`src/rtl/cam_pixel_capture_if.sv`:
```
// Write port from the capture stage into the pixel FIFO.
// The capture stage is the master: it drives the pixel word and the
// single-cycle strobe, and it observes the FIFO full flag.
interface cam_pixel_capture_if;
    logic [15:0] pix_out;
    logic        pix_wr;
    logic        fifo_full;

    modport master (output pix_out, output pix_wr, input fifo_full);
    modport slave  (input pix_out, input pix_wr, output fifo_full);
endinterface

```
`src/rtl/cam_pixel_capture.sv`:
```
// Camera capture stage: samples an OV7670-style byte stream, pairs the
// bytes into RGB565 pixels and strobes them into the pixel FIFO.
// It also tracks the pixel/line position and raises sticky per-frame flags
// for FIFO overflow and wrong line length.
module cam_pixel_capture #(
    parameter int H_PIXELS = 320,
    parameter int V_LINES  = 240,
    parameter int XW       = 10,
    parameter int YW       = 9
) (
    input  logic                       clock,
    input  logic                       reset,
    input  logic                       enable,
    input  logic                       vsync,
    input  logic                       href,
    input  logic [7:0]                 d_in,
    cam_pixel_capture_if.master        fifo,
    output logic [XW-1:0]              x_cnt,
    output logic [YW-1:0]              y_cnt,
    output logic                       frame_done,
    output logic                       overflow,
    output logic                       len_err,
    output logic                       busy
);

    localparam logic [XW-1:0] H_MAX = XW'(H_PIXELS);
    localparam logic [YW-1:0] V_MAX = YW'(V_LINES);

    typedef enum logic [1:0] {
        IDLE   = 2'd0,
        SYNC   = 2'd1,
        ACTIVE = 2'd2
    } state_t;

    // Line counter increment that stops at V_LINES instead of wrapping.
    function automatic logic [YW-1:0] y_sat_inc(input logic [YW-1:0] y);
        return (y < V_MAX) ? (y + YW'(1)) : y;
    endfunction

    // Registered copies of the camera pins and their one-cycle delayed copies.
    logic       vs_q_r;
    logic       hr_q_r;
    logic [7:0] d_q_r;
    logic       vs_d_r;
    logic       hr_d_r;

    // Edge detectors, all derived from registered copies only.
    logic vs_fall_s;
    logic vs_rise_s;
    logic hr_fall_s;

    state_t         state_r;
    logic           phase_r;      // 0: next byte is the high byte
    logic [7:0]     hi_r;         // first byte of the pixel being assembled
    logic           line_act_r;   // at least one byte seen on this line
    logic           line_long_r;  // more than H_PIXELS pixels formed on this line
    logic [15:0]    pix_out_r;
    logic           pix_wr_r;
    logic [XW-1:0]  x_cnt_r;
    logic [YW-1:0]  y_cnt_r;
    logic           frame_done_r;
    logic           overflow_r;
    logic           len_err_r;
    logic           busy_r;

    assign vs_fall_s = ~vs_q_r &  vs_d_r;
    assign vs_rise_s =  vs_q_r & ~vs_d_r;
    assign hr_fall_s = ~hr_q_r &  hr_d_r;

    // Input stage: register the pins once, then keep a delayed copy for edges.
    always_ff @(posedge clock or posedge reset) begin
        if (reset) begin
            vs_q_r <= 1'b0;
            hr_q_r <= 1'b0;
            d_q_r  <= 8'h00;
            vs_d_r <= 1'b0;
            hr_d_r <= 1'b0;
        end else begin
            vs_q_r <= vsync;
            hr_q_r <= href;
            d_q_r  <= d_in;
            vs_d_r <= vs_q_r;
            hr_d_r <= hr_q_r;
        end
    end

    // Frame FSM, byte pairing, pixel emit, position counters and sticky flags.
    always_ff @(posedge clock or posedge reset) begin
        if (reset) begin
            state_r      <= IDLE;
            phase_r      <= 1'b0;
            hi_r         <= 8'h00;
            line_act_r   <= 1'b0;
            line_long_r  <= 1'b0;
            pix_out_r    <= 16'h0000;
            pix_wr_r     <= 1'b0;
            x_cnt_r      <= {XW{1'b0}};
            y_cnt_r      <= {YW{1'b0}};
            frame_done_r <= 1'b0;
            overflow_r   <= 1'b0;
            len_err_r    <= 1'b0;
            busy_r       <= 1'b0;
        end else begin
            pix_wr_r     <= 1'b0;
            frame_done_r <= 1'b0;
            case (state_r)
                IDLE: begin
                    if (enable) begin
                        state_r <= SYNC;
                    end
                end
                SYNC: begin
                    if (vs_fall_s) begin
                        state_r     <= ACTIVE;
                        busy_r      <= 1'b1;
                        x_cnt_r     <= {XW{1'b0}};
                        y_cnt_r     <= {YW{1'b0}};
                        phase_r     <= 1'b0;
                        overflow_r  <= 1'b0;
                        len_err_r   <= 1'b0;
                        line_act_r  <= 1'b0;
                        line_long_r <= 1'b0;
                    end
                end
                ACTIVE: begin
                    if (hr_fall_s) begin
                        // Close the line; a dangling odd byte is simply dropped.
                        if (line_act_r) begin
                            y_cnt_r <= y_sat_inc(y_cnt_r);
                        end
                        if (line_long_r || (x_cnt_r != H_MAX) || phase_r) begin
                            len_err_r <= 1'b1;
                        end
                        x_cnt_r     <= {XW{1'b0}};
                        phase_r     <= 1'b0;
                        line_act_r  <= 1'b0;
                        line_long_r <= 1'b0;
                    end else if (hr_q_r) begin
                        line_act_r <= 1'b1;
                        if (!phase_r) begin
                            hi_r    <= d_q_r;
                            phase_r <= 1'b1;
                        end else begin
                            phase_r <= 1'b0;
                            if (x_cnt_r < H_MAX) begin
                                // Pixel position advances even if the FIFO refuses it.
                                x_cnt_r <= x_cnt_r + XW'(1);
                                if (y_cnt_r < V_MAX) begin
                                    if (fifo.fifo_full) begin
                                        overflow_r <= 1'b1;
                                    end else begin
                                        pix_out_r <= {hi_r, d_q_r};
                                        pix_wr_r  <= 1'b1;
                                    end
                                end
                            end else begin
                                line_long_r <= 1'b1;
                            end
                        end
                    end
                    // Line close above lands in the same cycle as frame_done.
                    if (vs_rise_s) begin
                        frame_done_r <= 1'b1;
                        busy_r       <= 1'b0;
                        state_r      <= enable ? SYNC : IDLE;
                    end
                end
                default: begin
                    state_r <= IDLE;
                    busy_r  <= 1'b0;
                end
            endcase
        end
    end

    assign fifo.pix_out = pix_out_r;
    assign fifo.pix_wr  = pix_wr_r;
    assign x_cnt        = x_cnt_r;
    assign y_cnt        = y_cnt_r;
    assign frame_done   = frame_done_r;
    assign overflow     = overflow_r;
    assign len_err      = len_err_r;
    assign busy         = busy_r;

endmodule

```
`src/flat_wrapper.sv`:
```
// flat-port wrapper written by rule: the top's interface ports become plain ports
module cam_pixel_capture_flat 
#(
    parameter int H_PIXELS = 320,
    parameter int V_LINES  = 240,
    parameter int XW       = 10,
    parameter int YW       = 9
)
  (clock, reset, enable, vsync, href, d_in, x_cnt, y_cnt, frame_done, overflow, len_err, busy, fifo_pix_out, fifo_pix_wr, fifo_fifo_full);
  cam_pixel_capture_if fifo_i ();
  input  logic clock;
  input  logic reset;
  input  logic enable;
  input  logic vsync;
  input  logic href;
  input  logic [7:0] d_in;
  output logic [XW-1:0] x_cnt;
  output logic [YW-1:0] y_cnt;
  output logic frame_done;
  output logic overflow;
  output logic len_err;
  output logic busy;
  output wire logic [$bits(fifo_i.pix_out)-1:0] fifo_pix_out;
  output wire logic [$bits(fifo_i.pix_wr)-1:0] fifo_pix_wr;
  input wire logic [$bits(fifo_i.fifo_full)-1:0] fifo_fifo_full;
  assign fifo_pix_out = fifo_i.pix_out;
  assign fifo_pix_wr = fifo_i.pix_wr;
  assign fifo_i.fifo_full = fifo_fifo_full;
  cam_pixel_capture #(.H_PIXELS(H_PIXELS), .V_LINES(V_LINES), .XW(XW), .YW(YW)) u_core (.clock(clock), .reset(reset), .enable(enable), .vsync(vsync), .href(href), .d_in(d_in), .fifo(fifo_i), .x_cnt(x_cnt), .y_cnt(y_cnt), .frame_done(frame_done), .overflow(overflow), .len_err(len_err), .busy(busy));
endmodule
```
`config.mk`:
```
export PLATFORM = sky130hd
export DESIGN_NAME = cam_pixel_capture_flat
export DESIGN_NICKNAME = d
export VERILOG_FILES = /design/src/rtl/cam_pixel_capture_if.sv /design/src/rtl/cam_pixel_capture.sv /design/src/flat_wrapper.sv
export SDC_FILE = /design/constraint.sdc
export NUM_CORES = 1
export LEC_CHECK = 0
export ABC_CLOCK_PERIOD_IN_PS = 2900
export CAP_MARGIN = 20
export CORE_ASPECT_RATIO = 0.6
export CORE_MARGIN = 2
export CORE_UTILIZATION = 41
export DETAILED_ROUTE_END_ITERATION = 12
export PLACE_DENSITY = 0.65
export SETUP_SLACK_MARGIN = 0.02
export SLEW_MARGIN = 30
export SYNTH_ARGS = -nofsm -noshare
export SYNTH_HDL_FRONTEND = slang
export SYNTH_SLANG_ARGS = --single-unit
```
`constraint.sdc`:
```
create_clock -name clock -period 2.9 [get_ports clock]
set_clock_uncertainty 0.05 [all_clocks]
set_input_delay 0.435 -clock clock [delete_from_list [all_inputs] [get_ports clock]]
set_output_delay 0.435 -clock clock [all_outputs]
set_load 0.01 [all_outputs]
```
== After elaboration in Yosys (flattened, before gate mapping) ==
Cells that the tools add are included.

* $add $sub $neg: 2
* Div/mod/pow operators: 0
* Shift operators: 0
* Reductions and logical operators: 14
* Muxes and demuxes: 51
* Equal/unequal tests: 19
* Bitwise gates (word level): 10
* Multipliers: 0
* $lt $le $gt $ge: 2

{| class="wikitable"
|+ Operator list
! kind !! number
|-
| two-way mux 10 bit || 5
|-
| two-way mux 9 bit || 4
|-
| two-way mux 1 bit || 30
|-
| case mux 10 bit (2 select lines) || 1
|-
| != test 2 x 1 -> 1 bit, second input constant || 9
|-
| case mux 9 bit (2 select lines) || 1
|-
| AND reduction 5 bit || 3
|-
| adder 10 x 1 -> 10 bit, second input constant || 1
|-
| < comparator 10 x 9 -> 1 bit, second input constant || 1
|-
| != test 10 x 9 -> 1 bit, second input constant || 1
|-
| case mux 1 bit (2 select lines) || 5
|-
| adder 9 x 1 -> 9 bit, second input constant || 1
|-
| < comparator 9 x 8 -> 1 bit, second input constant || 1
|-
| != test 3 x 1 -> 1 bit, second input constant || 3
|-
| AND reduction 3 bit || 3
|-
| AND reduction 4 bit || 2
|-
| AND reduction 8 bit || 1
|-
| NOT 1 bit || 7
|-
| AND reduction 7 bit || 1
|-
| two-way mux 2 bit || 3
|-
| != test 2 bit, second input constant || 3
|-
| case mux 2 bit (3 select lines) || 1
|-
| AND 1 bit || 3
|-
| != test 3 x 2 -> 1 bit, second input constant || 1
|-
| 6 further kinds || 7
|}

* Output and inout bits: 40
* Memories: 0
* Memory bits (read-only): 0
* Bits in writable memories: 0
* Latch bits: 0
* Register bits after elaboration: 65

== Depth between registers and ports, before layout ==
Gate-level depths: netlist (run 1).

* Word-level depth: 7
* Depth in mapped cells: 8
* Mapped depth without buffers: 6

== Worst setup path after synthesis (run 1) ==
No wires, ideal clock.

* Path type: flip-flop to flip-flop
* Start point: reg u_core.state_r[0]
* End point: reg u_core.pix_out_r[0], in the netlist u_core.fifo.pix_out[0]
* Slack: 1.038 ns
* Arrival time: 1.686 ns
* Setup time: 0.125 ns
* Buffers on the path: 2
* Clock period less this slack: 1.862 ns
* Required time: 2.725 ns
* Cell stages (with the launch flop): 9
* Cells stage by stage: dfrtp_1 -> inv_1 -> ha_1 -> nand2_1 -> and4b_1 -> nor2b_4 -> buf_6 -> buf_12 -> mux2_4

* Cells in the longest elaborated chain, start to end: 2

{| class="wikitable"
|+ RTL lines
! what !! line !! RTL
|-
| from (decl) || cam_pixel_capture.sv:52 || <nowiki>state_t state_r;</nowiki>
|-
| from (signal assigned) || cam_pixel_capture.sv:165 || <nowiki>state_r <= enable ? SYNC : IDLE;</nowiki>
|-
| equality test 2 bit || cam_pixel_capture.sv:106 || <nowiki>case (state_r)</nowiki>
|-
| AND reduction 7 bit (no source line) || n/a ||
|-
| to (signal assigned) || cam_pixel_capture.sv:152 || <nowiki>pix_out_r <= {hi_r, d_q_r};</nowiki>
|-
| to (decl) || cam_pixel_capture.sv:57 || <nowiki>logic [15:0] pix_out_r;</nowiki>
|}

Every way passes these cells.
A chain may end at the register's enable or synchronous reset.

== Final worst setup path (run 1) ==
* Start point: reg u_core.state_r[0]
* End point: reg u_core.pix_out_r[6], in the netlist u_core.fifo.pix_out[6]

Same word-level chain as after synthesis.

==> summary.txt, run 1 <==
Clock network
  • Clock Tree Root: clkbuf_16
  • Post-CTS setup buffers: 0
  • Sink Count: 65
  • Worst skew pair latency: 0.33 ns
  • H-tree Lvls: 3
  • Clock buffer count from CTS: 9
  • Hold_buf cts: 0
  • CTS resizes: 0
  • Max clock buf depth: 2
  • Worst-path clk slew: 0.06 ns
  • CTS tree: yes

Route
  • Drt wl/cell: 16.5 um
  • DRT iter0 DRCs: 91
  • Antenna-violating nets left: 0
  • Vias per std cell: 5.38
  • DRT Wirelength: ~6.3 mm
  • Via Count: roughly 2100
  • Iteration count of the initial detailed-routing pass: 5
  • DR DRC count: 0

Worst setup path
  • Crit path arrival time: 2.25 ns
  • Worst Path Max Fanout: 17
  • Crit Path Class: flip-flop to flip-flop
  • Startpoint types: flip-flop
  • Critical path endpoint category: flip-flop
  • Worst path required time: 3.06 ns

Finish
  • # nets final: between 300 and 400
  • Final Non-Filler Cells: approximately 380
  • Layout cells sized above 1: 17.2%
  • Fillers: 590
  • Final core occ: 56.2%
  • Diodes inserted: 0
  • Syn-to-layout area delta: 31.2%

Synth
  • Synthesized area: 0.00289 sq mm
  • Avg Cell Area, Syn: between 10 and 15 sq um
  • Post-synth EDFFs: 0
  • Synth Area in Adders: 3.04%
  • Largest family of logic cells by synthesized area: simple AND/OR/NAND/NOR gates
  • Mux cell area share after synthesis: roughly 12%
  • Compound-cell area share of the yosys netlist: 11.9%
  • Prevailing post-synth register cell: dfrtp_1
  • Distinct cells, synth: between 40 and 50
  • Simple-Gate Fraction of Synth Area: 13.0%
  • Post-synth ARST share: 100%
  • Post-Synth XOR/XNOR Area: 0%
  • Register area share after synthesis: 56.4%
  • Synth Instances: 232
  • Synthesis Warnings: 0
  • Seq cells post-synth: 65
  • Mapped Nets: 253

STA
  • Fmax: 478 MHz
  • Slack of the critical path: 0.808 ns
  • Unrepaired setup endpoints after global routing: false
  • Setup violators final: 0
  • Post-layout min period: 2.09 ns
  • Setup tns final: 0 ns
  • Slew headroom: 57.9%
  • Hold Vio Cnt, Final: 0
  • Tcrit/Tclk final: between 70 and 80%
  • Final Max Slew Viols: 0
  • Measured slew at the worst slew-check pin: between 0.6 and 0.7 ns

Global route
  • GRT overflow: 0
  • Largest net degree at the start of global routing: 45
  • Initial antenna violation count: 0
  • Overall Global Routing Usage: 18.1%
  • Vias in the first global route: 2026
  • First-pass GRT wire length: 10.4 mm

Die
  • Initial Util: 42.8%
  • I/O Pins: 54
  • Die width: 112 um
  • Die area: 0.00775 sq mm
  • Core Rows: 23
  • Placeable Area: 0.00673 sq mm
  • Die Y: 69.0 um

Placement
  • Post-Place Cells: 368
  • Detailed Place HPWL: 4.43 mm
  • Buffers added on ports: between 50 and 60
  • Pre-CTS setup slack: 0.816 ns
  • RePlAce Congestion: 0.776

Job
  • Maximum capacitance violations: 0

Run status
  • Outcome: finished clean

Power and ir drop
  • Tot Pwr: ~3.1 mW
  • P_leak: 1.65 nW
  • Pwr Density: 826 mW/mm^2
  • Maximum vdd drop: between 300 and 400 uV

Hold path
  • Hold Path Class: flip-flop to flip-flop
==> layer usage <==
metal	routed length [um]	track usage, %	vias to the layer above
li1	-	-	972
met1	3200	26.5	1021
met2	2610	24.2	66
met3	438	6.56	8
met4	79	7.01	0
met5	0	0	-
==> power breakdown <==
part           total (mW)  internal, mW  switching (mW)
sequential           1.20          1.09           0.108
clock               0.979         0.575           0.404
combinational       0.954         0.479           0.475
total                3.13          2.14           0.987
==> layout make-up <==
type	count	area (sq um)	area share [%]
Clock buffer	9	225	5.95
Clock inverter	7	46.3	1.22
Inverter	12	45.0	1.19
Multi-Input combinational cell	147	1160	30.6
Sequential cell	65	1630	43.0
Tap cell	87	109	2.88
Timing Repair Buffer	57	573	15.1
==> synthesized netlist by cell type, types with 2 or more instances <==
| library cell | count | area (sq um) |
|---|---|---|
| mux2_2 | 16 | 180 |
| dfrtp_1 | 65 | 1630 |
| inv_1 | 11 | 41.3 |
| o21ai_0 | 10 | 50.1 |
| a22o_1 | 2 | 17.5 |
| a21oi_1 | 9 | 45.0 |
| and3_1 | 4 | 25.0 |
| nor2b_1 | 5 | 31.3 |
| or4_1 | 4 | 30.0 |
| clkbuf_1 | 6 | 22.5 |
| and2_1 | 4 | 25.0 |
| a21o_1 | 2 | 15.0 |
| nor4bb_1 | 2 | 20.0 |
| mux2_4 | 9 | 135 |
| nand2b_1 | 8 | 50.1 |
| nor4_1 | 2 | 12.5 |
| mux2i_1 | 4 | 40.0 |
| nand4_1 | 5 | 31.3 |
| ha_1 | 7 | 87.6 |
| o211ai_1 | 2 | 15.0 |
| o31ai_1 | 5 | 37.5 |
| nand3_1 | 5 | 25.0 |
| a41oi_1 | 3 | 26.3 |
| nor2_1 | 7 | 26.3 |
| a31oi_1 | 4 | 25.0 |
| nand2_1 | 11 | 41.3 |
| o22ai_1 | 2 | 12.5 |
==> per-stage QoR <==
step	hold WS [ns]	instance area [sq um]
final	0.376	3780
after global routing	0.393	3780
after CTS	0.376	3780
after detailed placement	0.350	3510
after global placement	0.358	3510
after floorplan	0.325	2890
==> cells in the final DEF (no fill, tap or decap), types with 2 or more instances in the layout <==
cell / count
o31ai_1: 5
or4_1: 4
and2_1: 4
nand4_1: 5
o21ai_0: 10
inv_1: 10
clkbuf_16: 9
nor4_1: 2
o22ai_1: 2
a22o_1: 2
and3_1: 4
a31oi_1: 4
clkinvlp_4: 3
dfrtp_1: 65
nor4bb_1: 2
a21o_1: 2
nor2_1: 7
nand2_1: 11
clkdlybuf4s50_1: 53
mux2_4: 9
mux2_2: 16
ha_1: 7
buf_4: 3
nand2b_1: 8
o211ai_1: 2
nor2b_1: 5
a41oi_1: 3
nand3_1: 5
clkinv_2: 3
a21oi_1: 9
mux2i_1: 4
==> worst max-delay path, cell delays in order (launching register included) <==
cell     delay (ns)
dfrtp_1        0.39
inv_1          0.10
ha_1           0.25
nand2_1        0.08
and4b_1        0.29
nor2b_4        0.15
buf_4          0.28
mux2_2         0.37
==> state kept, by name (all words and copies together) (netlist names) <==
| name | count |
|---|---|
| u_core.line_long_r | 1 |
| u_core.busy | 1 |
| u_core.hi_r | 8 |
| u_core.fifo.pix_wr | 1 |
| u_core.fifo.pix_out | 16 |
| u_core.d_q_r | 8 |
| u_core.hr_q_r | 1 |
| u_core.state_r | 2 |
| u_core.phase_r | 1 |
| u_core.x_cnt | 10 |
| u_core.vs_d_r | 1 |
| u_core.overflow | 1 |
| u_core.frame_done | 1 |
| u_core.y_cnt | 9 |
| u_core.line_act_r | 1 |
| u_core.hr_d_r | 1 |
| u_core.vs_q_r | 1 |
| u_core.len_err | 1 |
==> cell families (layout without fill, tap and decap cells) <==
group | count (synthesis) | after routing
AOI/OAI and AO/OA | 48 | 48
adders and majority gates | 7 | 7
buffers and inverters | 20 | 85
DFF | 65 | 65
muxes | 29 | 29
and+or+nand+nor | 63 | 63
==> final timing paths <==
check / to / startpoint / slack, ns / cells past startpoint
max in group asynchronous: u_core.fifo.pix_wr / reset / 1.79 / 3
min reg2reg: u_core.vs_d_r / u_core.vs_q_r / 0.38 / 0
max: u_core.fifo.pix_out[6] / u_core.state_r[0] / 0.81 / 7
min: u_core.vs_d_r / u_core.vs_q_r / 0.38 / 0
max reg2reg: u_core.fifo.pix_out[6] / u_core.state_r[0] / 0.81 / 7
min in group asynchronous: u_core.d_q_r[2] / reset / 0.40 / 2
Power figures use the tool's default switching activity.
==> inputs of run 2 (changes only) <==
--- a/config.mk
+++ b/config.mk
@@ -5,13 +5,13 @@
 export SDC_FILE = /design/constraint.sdc
 export NUM_CORES = 1
 export LEC_CHECK = 0
-export ABC_CLOCK_PERIOD_IN_PS = 2900
+export ABC_CLOCK_PERIOD_IN_PS = 1900
 export CAP_MARGIN = 20
 export CORE_ASPECT_RATIO = 0.6
 export CORE_MARGIN = 2
 export CORE_UTILIZATION = 41
 export DETAILED_ROUTE_END_ITERATION = 12
-export PLACE_DENSITY = 0.65
+export PLACE_DENSITY = 0.68
 export SETUP_SLACK_MARGIN = 0.02
 export SLEW_MARGIN = 30
 export SYNTH_ARGS = -nofsm -noshare
==> constraint.sdc (replaced) <==
create_clock -name clock -period 1.9 [get_ports clock]
set_clock_uncertainty 0.05 [all_clocks]
set_input_delay 0.285 -clock clock [delete_from_list [all_inputs] [get_ports clock]]
set_output_delay 0.285 -clock clock [all_outputs]
set_load 0.01 [all_outputs]
==> run 2 against run 1 <==
Effect of this change: register-to-register slack got worse by 0.80 ns; non-clock buffer count increased by 31; worst setup slack got worse by 0.80 ns; cell area increased by 9.7%; maximum frequency increased by 11%; via count increased by 3.9%; clock-buffer cell count increased by 3; sequential power increased by 53%; sequential share of layout area decreased by 3.8 points; sequential cell count unchanged; hold slack got worse by 0.15 ns.
==> summary.txt, run 2 (synthesized netlist as in run 1, its figures left out) <==
Clock network
  • Max clock buf depth: 2 (unchanged)
  • Clock Tree Root: clkbuf_16 (unchanged)
  • Worst skew pair latency: 0.33 ns (about the same)
  • Clock buffer count from CTS: 9 (unchanged)
  • Sink Count: 65 (unchanged)
  • CTS tree: yes (unchanged)
  • Worst-path clk slew: 0.06 ns (about the same)
  • H-tree Lvls: 3 (unchanged)
  • Hold_buf cts: 0 (unchanged)

Die
  • Placeable Area: 0.00673 sq mm (unchanged)
  • I/O Pins: 54 (unchanged)
  • Die width: 112 um (unchanged)
  • Die area: 0.00775 sq mm (unchanged)
  • Initial Util: 42.8% (unchanged)
  • Die Y: 69.0 um (unchanged)
  • Core Rows: 23 (unchanged)

Worst setup path
  • Crit-path max cell delay: 0.40 ns (was 0.39 ns)
  • Crit Path Class: flip-flop to flip-flop (unchanged)
  • WP buf/inv: 2 (unchanged)
  • Critical path endpoint category: flip-flop (unchanged)
  • Critical-path cell list: inv_2, ha_2, nand2_1, and4b_1, nor2b_4, clkbuf_16, mux2_4 (was inv_1, ha_1, nand2_1, and4b_1, nor2b_4, buf_4, mux2_2)
  • Slowest cell on the critical path: dfrtp_1 (unchanged)
  • Worst path required time: 2.06 ns (was 3.06 ns)
  • Worst Path Max Fanout: 8 (was 17)
  • Crit path arrival time: 2.05 ns (was 2.25 ns)
  • R2r setup slk: 0.01 ns (was 0.81 ns)
  • Startpoint types: flip-flop (unchanged)
  • Top Family by Delay on Critical Path: simple AND/OR/NAND/NOR gates (unchanged)

Power and ir drop
  • Clock power share: 31.4% (was 31.3%)
  • Switch share: 29.6% (was 31.5%)
  • Tot Pwr: 5.36 mW (was 3.13 mW)
  • P_int: 3.77 mW (was 2.14 mW)
  • P_leak: 1.84 nW (was 1.65 nW)
  • Comb power frac: 34.6% (was 30.5%)
  • Maximum vdd drop: 1020 uV (was 323 uV)
  • Flop pwr share: 34.1% (was 38.2%)
  • NetSw: 1.59 mW (was 987 uW)
  • Pwr Density: 1290 mW/mm^2 (was 826 mW/mm^2)

Finish
  • # nets final: 344 (was 313)
  • Max reg flops: 16 (unchanged)
  • Commonest cells after routing, fill and taps aside: dfrtp_1 (65), clkdlybuf4s50_1 (53), buf_4 (30) (was dfrtp_1 (65), clkdlybuf4s50_1 (53), mux2_2 (16))
  • Fillers: 563 (was 590)
  • Final Non-Filler Cells: 415 (was 384)
  • Layout cells sized above 1: 28.0% (was 17.2%)
  • Diodes inserted: 0 (unchanged)
  • Area of all placed cells without fillers: 0.00415 sq mm (was 0.00378 sq mm)
  • Syn-to-layout area delta: 43.9% (was 31.2%)
  • Commonest non-fill, non-tap cell in the layout: dfrtp_1 (unchanged)

STA
  • Measured slew at the worst slew-check pin: 0.468 ns (was 0.629 ns)
  • Tcrit/Tclk final: 99.4% (was 72.1%)
  • Setup violators final: 0 (unchanged)
  • Slew headroom: 68.7% (was 57.9%)
  • Fmax: 529 MHz (was 478 MHz)
  • Worst hold margin: 0.222 ns (was 0.376 ns)
  • Post-layout min period: 1.89 ns (was 2.09 ns)
  • Unrepaired setup endpoints after global routing: true (was false)
  • Final Max Slew Viols: 0 (unchanged)
  • Hold Vio Cnt, Final: 0 (unchanged)

Placement
  • Buffers added on ports: 53 (unchanged)
  • Post-Place Cells: 388 (was 368)
  • Detailed Place HPWL: 4.58 mm (was 4.43 mm)
  • Dpl cell area: 0.00369 sq mm (was 0.00351 sq mm)
  • RePlAce Congestion: 0.874 (was 0.776)

Route
  • Iteration count of the initial detailed-routing pass: 5 (unchanged)
  • Antenna-violating nets left: 0 (unchanged)
  • DRT iter0 DRCs: 84 (was 91)
  • DR DRC count: 0 (unchanged)
  • DRT Wirelength: 6.68 mm (was 6.33 mm)
  • Drt wl/cell: 16.1 um (was 16.5 um)
  • Via Count: 2148 (was 2067)
  • Vias per std cell: 5.18 (was 5.38)

Global route
  • Overall Global Routing Usage: 18.0% (was 18.1%)
  • Initial antenna violation count: 0 (unchanged)
  • GRT overflow: 0 (unchanged)
  • Vias in the first global route: 2001 (was 2026)
  • Largest net degree at the start of global routing: 25 (was 45)
  • First-pass GRT wire length: 10.4 mm (about the same)

Job
  • Maximum capacitance violations: 0 (unchanged)

Hold path
  • Hold Path Class: primary input to async pin (was flip-flop to flip-flop)

Run status
  • Outcome: finished clean (unchanged)
==> run 2: cell types whose count changed in the layout (fill, tap and decap cells not counted), sizes merged <==
cell | before | now
buf | 4 | 34
clkinv | 4 | 2
bufinv | 0 | 1
inv | 12 | 10
clkbuf | 9 | 13
==> run 2: power by group through the flow <==
stage,sequential (mW),combinational (mW),clock (mW)
2_1_floorplan,1.88,0.838,0
5_1_grt,1.86,2.01,1.76
6_report,1.83,1.85,1.68
3_3_place_gp,1.83,1.57,0
4_1_cts,1.83,1.63,1.71
3_5_place_dp,1.84,1.60,0
==> run 2: timing repair <==
item | in CTS | in global routing
buffers inserted | 1 | 9
gates cloned | 0 | 1
setup endpoints to repair | 13 | 34
resized for setup | 1 | 11
pin swaps | 2 | 3
==> run 2: area by class of cell <==
| class | instances | area (sq um) | area share [%] |
|---|---|---|---|
| flip-flops and latches | 65 | 1630 | 39.2 |
| multi-input cells | 147 | 1190 | 28.8 |
| repair buffers | 88 | 861 | 20.7 |
| clock buffers | 12 | 256 | 6.18 |
| well taps | 87 | 109 | 2.62 |
| inverters | 12 | 52.6 | 1.27 |
| clock inverters | 4 | 51.3 | 1.24 |
==> run 2: worst register-to-register path, stage by stage, from the launching register on <==
cell and delay [ns]:
dfrtp_1 0.40, inv_2 0.10, ha_2 0.19, nand2_1 0.05
and4b_1 0.27, nor2b_4 0.22, clkbuf_16 0.20, mux2_4 0.30
==> run 2: routing by layer <==
metal  vias up  routed length, um  track usage, %
met5         -                  0               0
met4         0                 84            5.95
met2        55               2720            22.6
met1      1053               3500            27.5
met3        10                378            6.73
li1       1030                  -               -
==> run 2: metrics by stage <==
step,setup TNS (ns),util (%),setup WS (ns)
finish,0,61.6,0.0114
global route,-1.04,61.6,-0.0672
CTS,0,59.5,0.0236
detailed placement,-0.0492,54.8,-0.0288
global placement,0,54.8,0.0446
floorplan,0,-,0.0384
==> run 2: final timing paths <==
check / endpoint / startpoint / cells after the start
max: u_core.fifo.pix_out[14] / u_core.state_r[0] / 7
min: u_core.hi_r[3] / reset / 2
max reg2reg: u_core.fifo.pix_out[14] / u_core.state_r[0] / 7
min reg2reg: u_core.vs_d_r / u_core.vs_q_r / 0
max in group asynchronous: u_core.y_cnt[3] / reset / 3
min in group clock: u_core.d_q_r[0] / d_in[0] / 1
==> inputs of run 3 (changes only) <==
--- a/config.mk
+++ b/config.mk
@@ -7,7 +7,6 @@
 export LEC_CHECK = 0
 export ABC_CLOCK_PERIOD_IN_PS = 1900
 export CAP_MARGIN = 20
-export CORE_ASPECT_RATIO = 0.6
 export CORE_MARGIN = 2
 export CORE_UTILIZATION = 41
 export DETAILED_ROUTE_END_ITERATION = 12
==> run 3 against run 2 <==
Effect of this change: non-clock buffer count fell by 6; cell count up 0.72%; clock power fell by 26%; hold slack better by 0.091 ns; combinational power shrank 5%; clock-buffer cell count decreased by 1; wire length shrank 6.0%; die area decreased by 0.28%; global-route usage decreased by 0.77 points; total power is 10% lower; critical path type unchanged; largest power group is now sequential cells.
==> summary.txt, run 3 (synthesized netlist as in run 1, its figures left out) <==
Run status
  • Outcome: finished clean (unchanged)

Die
  • Die area: 0.00772 sq mm (was 0.00775 sq mm)
  • Core Rows: 30 (was 23)
  • Die width: 87.9 um (was 112 um)
  • Placeable Area: 0.00679 sq mm (was 0.00673 sq mm)
  • Die Y: 87.9 um (was 69.0 um)
  • Initial Util: 42.5% (was 42.8%)
  • I/O Pins: 54 (unchanged)

Global route
  • Overall Global Routing Usage: 17.2% (was 18.0%)
  • Initial antenna violation count: 0 (unchanged)
  • GRT overflow: 0 (unchanged)
  • First-pass GRT wire length: 9.99 mm (was 10.4 mm)
  • Vias in the first global route: 2081 (was 2001)
  • Largest net degree at the start of global routing: 66 (was 25)

Clock network
  • Max clock buf depth: 2 (unchanged)
  • Worst skew pair latency: 0.35 ns (was 0.33 ns)
  • CTS tree: yes (unchanged)
  • H-tree Lvls: 3 (unchanged)
  • Worst-path clk slew: 0.07 ns (was 0.06 ns)
  • Sink Count: 65 (unchanged)
  • Clock Tree Root: clkbuf_8 (was clkbuf_16)
  • Clock buffer count from CTS: 9 (unchanged)

Worst setup path
  • Worst path required time: 2.09 ns (was 2.06 ns)
  • Startpoint types: flip-flop (unchanged)
  • Crit Path Class: flip-flop to flip-flop (unchanged)
  • Critical path endpoint category: flip-flop (unchanged)
  • Worst Path Max Fanout: 9 (was 8)
  • Crit path arrival time: 2.05 ns (about the same)

Finish
  • # nets final: 338 (was 344)
  • Commonest non-fill, non-tap cell in the layout: dfrtp_1 (unchanged)
  • Diodes inserted: 0 (unchanged)
  • Max reg flops: 16 (unchanged)
  • Syn-to-layout area delta: 38.9% (was 43.9%)
  • Commonest cells after routing, fill and taps aside: dfrtp_1 (65), clkdlybuf4s50_1 (53), buf_4 (26) (was dfrtp_1 (65), clkdlybuf4s50_1 (53), buf_4 (30))
  • Layout cells sized above 1: 27.3% (was 28.0%)
  • Final Non-Filler Cells: 418 (was 415)

Power and ir drop
  • Tot Pwr: 4.81 mW (was 5.36 mW)
  • Comb power frac: 36.3% (was 34.6%)
  • Clock power share: 25.9% (was 31.4%)
  • P_int: 3.30 mW (was 3.77 mW)
  • Flop pwr share: 37.8% (was 34.1%)
  • Switch share: 31.4% (was 29.6%)
  • P_leak: 1.76 nW (was 1.84 nW)
  • NetSw: 1.51 mW (was 1.59 mW)
  • Maximum vdd drop: 728 uV (was 1020 uV)
  • Pwr Density: 1200 mW/mm^2 (was 1290 mW/mm^2)

Placement
  • Detailed Place HPWL: 4.16 mm (was 4.58 mm)
  • Pre-CTS setup slack: 0.00179 ns (was -0.0288 ns)
  • Buffers added on ports: 53 (unchanged)
  • Post-Place Cells: 396 (was 388)
  • RePlAce Congestion: 0.800 (was 0.874)

Route
  • DRT Wirelength: 6.28 mm (was 6.68 mm)
  • Antenna-violating nets left: 0 (unchanged)
  • DRT iter0 DRCs: 73 (was 84)
  • Vias per std cell: 5.04 (was 5.18)
  • DR DRC count: 0 (unchanged)
  • Iteration count of the initial detailed-routing pass: 4 (was 5)
  • Drt wl/cell: 15.0 um (was 16.1 um)
  • Via Count: 2105 (was 2148)

STA
  • Measured slew at the worst slew-check pin: 0.485 ns (was 0.468 ns)
  • Slew headroom: 67.5% (was 68.7%)
  • Post-layout min period: 1.86 ns (was 1.89 ns)
  • Final Max Slew Viols: 0 (unchanged)
  • Unrepaired setup endpoints after global routing: true (unchanged)
  • Tcrit/Tclk final: 98.0% (was 99.4%)
  • Setup violators final: 0 (unchanged)
  • Fmax: 537 MHz (was 529 MHz)
  • Slack of the critical path: 0.0381 ns (was 0.0114 ns)
  • Hold Vio Cnt, Final: 0 (unchanged)

Job
  • Maximum capacitance violations: 0 (unchanged)

Hold path
  • Hold Path Class: primary input to flip-flop (was primary input to async pin)
## run 3: cell types whose count changed in the layout (fill, tap and decap cells not counted), sizes merged
cell,delta
clkinv,-1
buf,-6
clkbuf,-1
inv,+1
clkinvlp,+1
## run 3: cell type report
cell class                 instances  area [sq um]
timing repair buffer              82           791
sequential                        65          1630
tap                               96           120
inverter                          12          52.6
clock inverter                     5          62.6
fill                             555          2790
clock buffer                      11           151
multi-input combinational        147          1200
## run 3: timing repair
action                                  4_1_cts  5_1_grt
gates cloned                                  0        1
buffers inserted                              1        4
gates resized for setup                       1       13
hold buffers                                  0        0
pin swaps                                     0        1
endpoints found under the setup margin        3       27
## run 3: layer usage
metal  part of all wire [%]  vias up  GRT usage (%)
met4                    2.1        0           7.97
li1                       -     1022              -
met2                     48       46           25.9
met3                    3.7       10           4.90
met5                      0        -              0
met1                     46     1027           23.0
## run 3: power groups by stage
stage,clock (mW),combinational [mW],sequential [mW]
finish,1.24,1.75,1.82
global route,1.32,1.91,1.85
CTS,1.27,1.64,1.82
detailed placement,0,1.62,1.84
global placement,0,1.59,1.83
floorplan,0,0.838,1.88
## run 3: through the flow
step	util (%)	setup TNS, ns	instance area, sq um	hold slack (ns)
2_1_floorplan	-	0	2890	0.266
3_5_place_dp	54.2	0	3680	0.358
5_1_grt	59.0	-0.289	4010	0.304
4_1_cts	57.5	0	3910	0.303
3_3_place_gp	54.2	0	3680	0.344
6_report	59.0	0	4010	0.313
## run 3: critical path: stages, from the launching register on
cell	delay (ns)
dfrtp_1	0.41
inv_2	0.12
ha_4	0.15
nand2_2	0.04
and4b_1	0.27
nor2b_4	0.21
buf_12	0.15
mux2_2	0.34
## run 3: final timing paths
path | endpoint | startpoint | cells after the start | slack, ns
max reg2reg | u_core.fifo.pix_out[3] | u_core.state_r[0] | 7 | 0.04
max in group asynchronous | u_core.y_cnt[8] | reset | 3 | 1.20
min reg2reg | u_core.vs_d_r | u_core.vs_q_r | 0 | 0.39
min in group asynchronous | u_core.fifo.pix_out[0] | reset | 3 | 0.33
min | u_core.d_q_r[2] | d_in[2] | 1 | 0.31
max | u_core.fifo.pix_out[3] | u_core.state_r[0] | 7 | 0.04
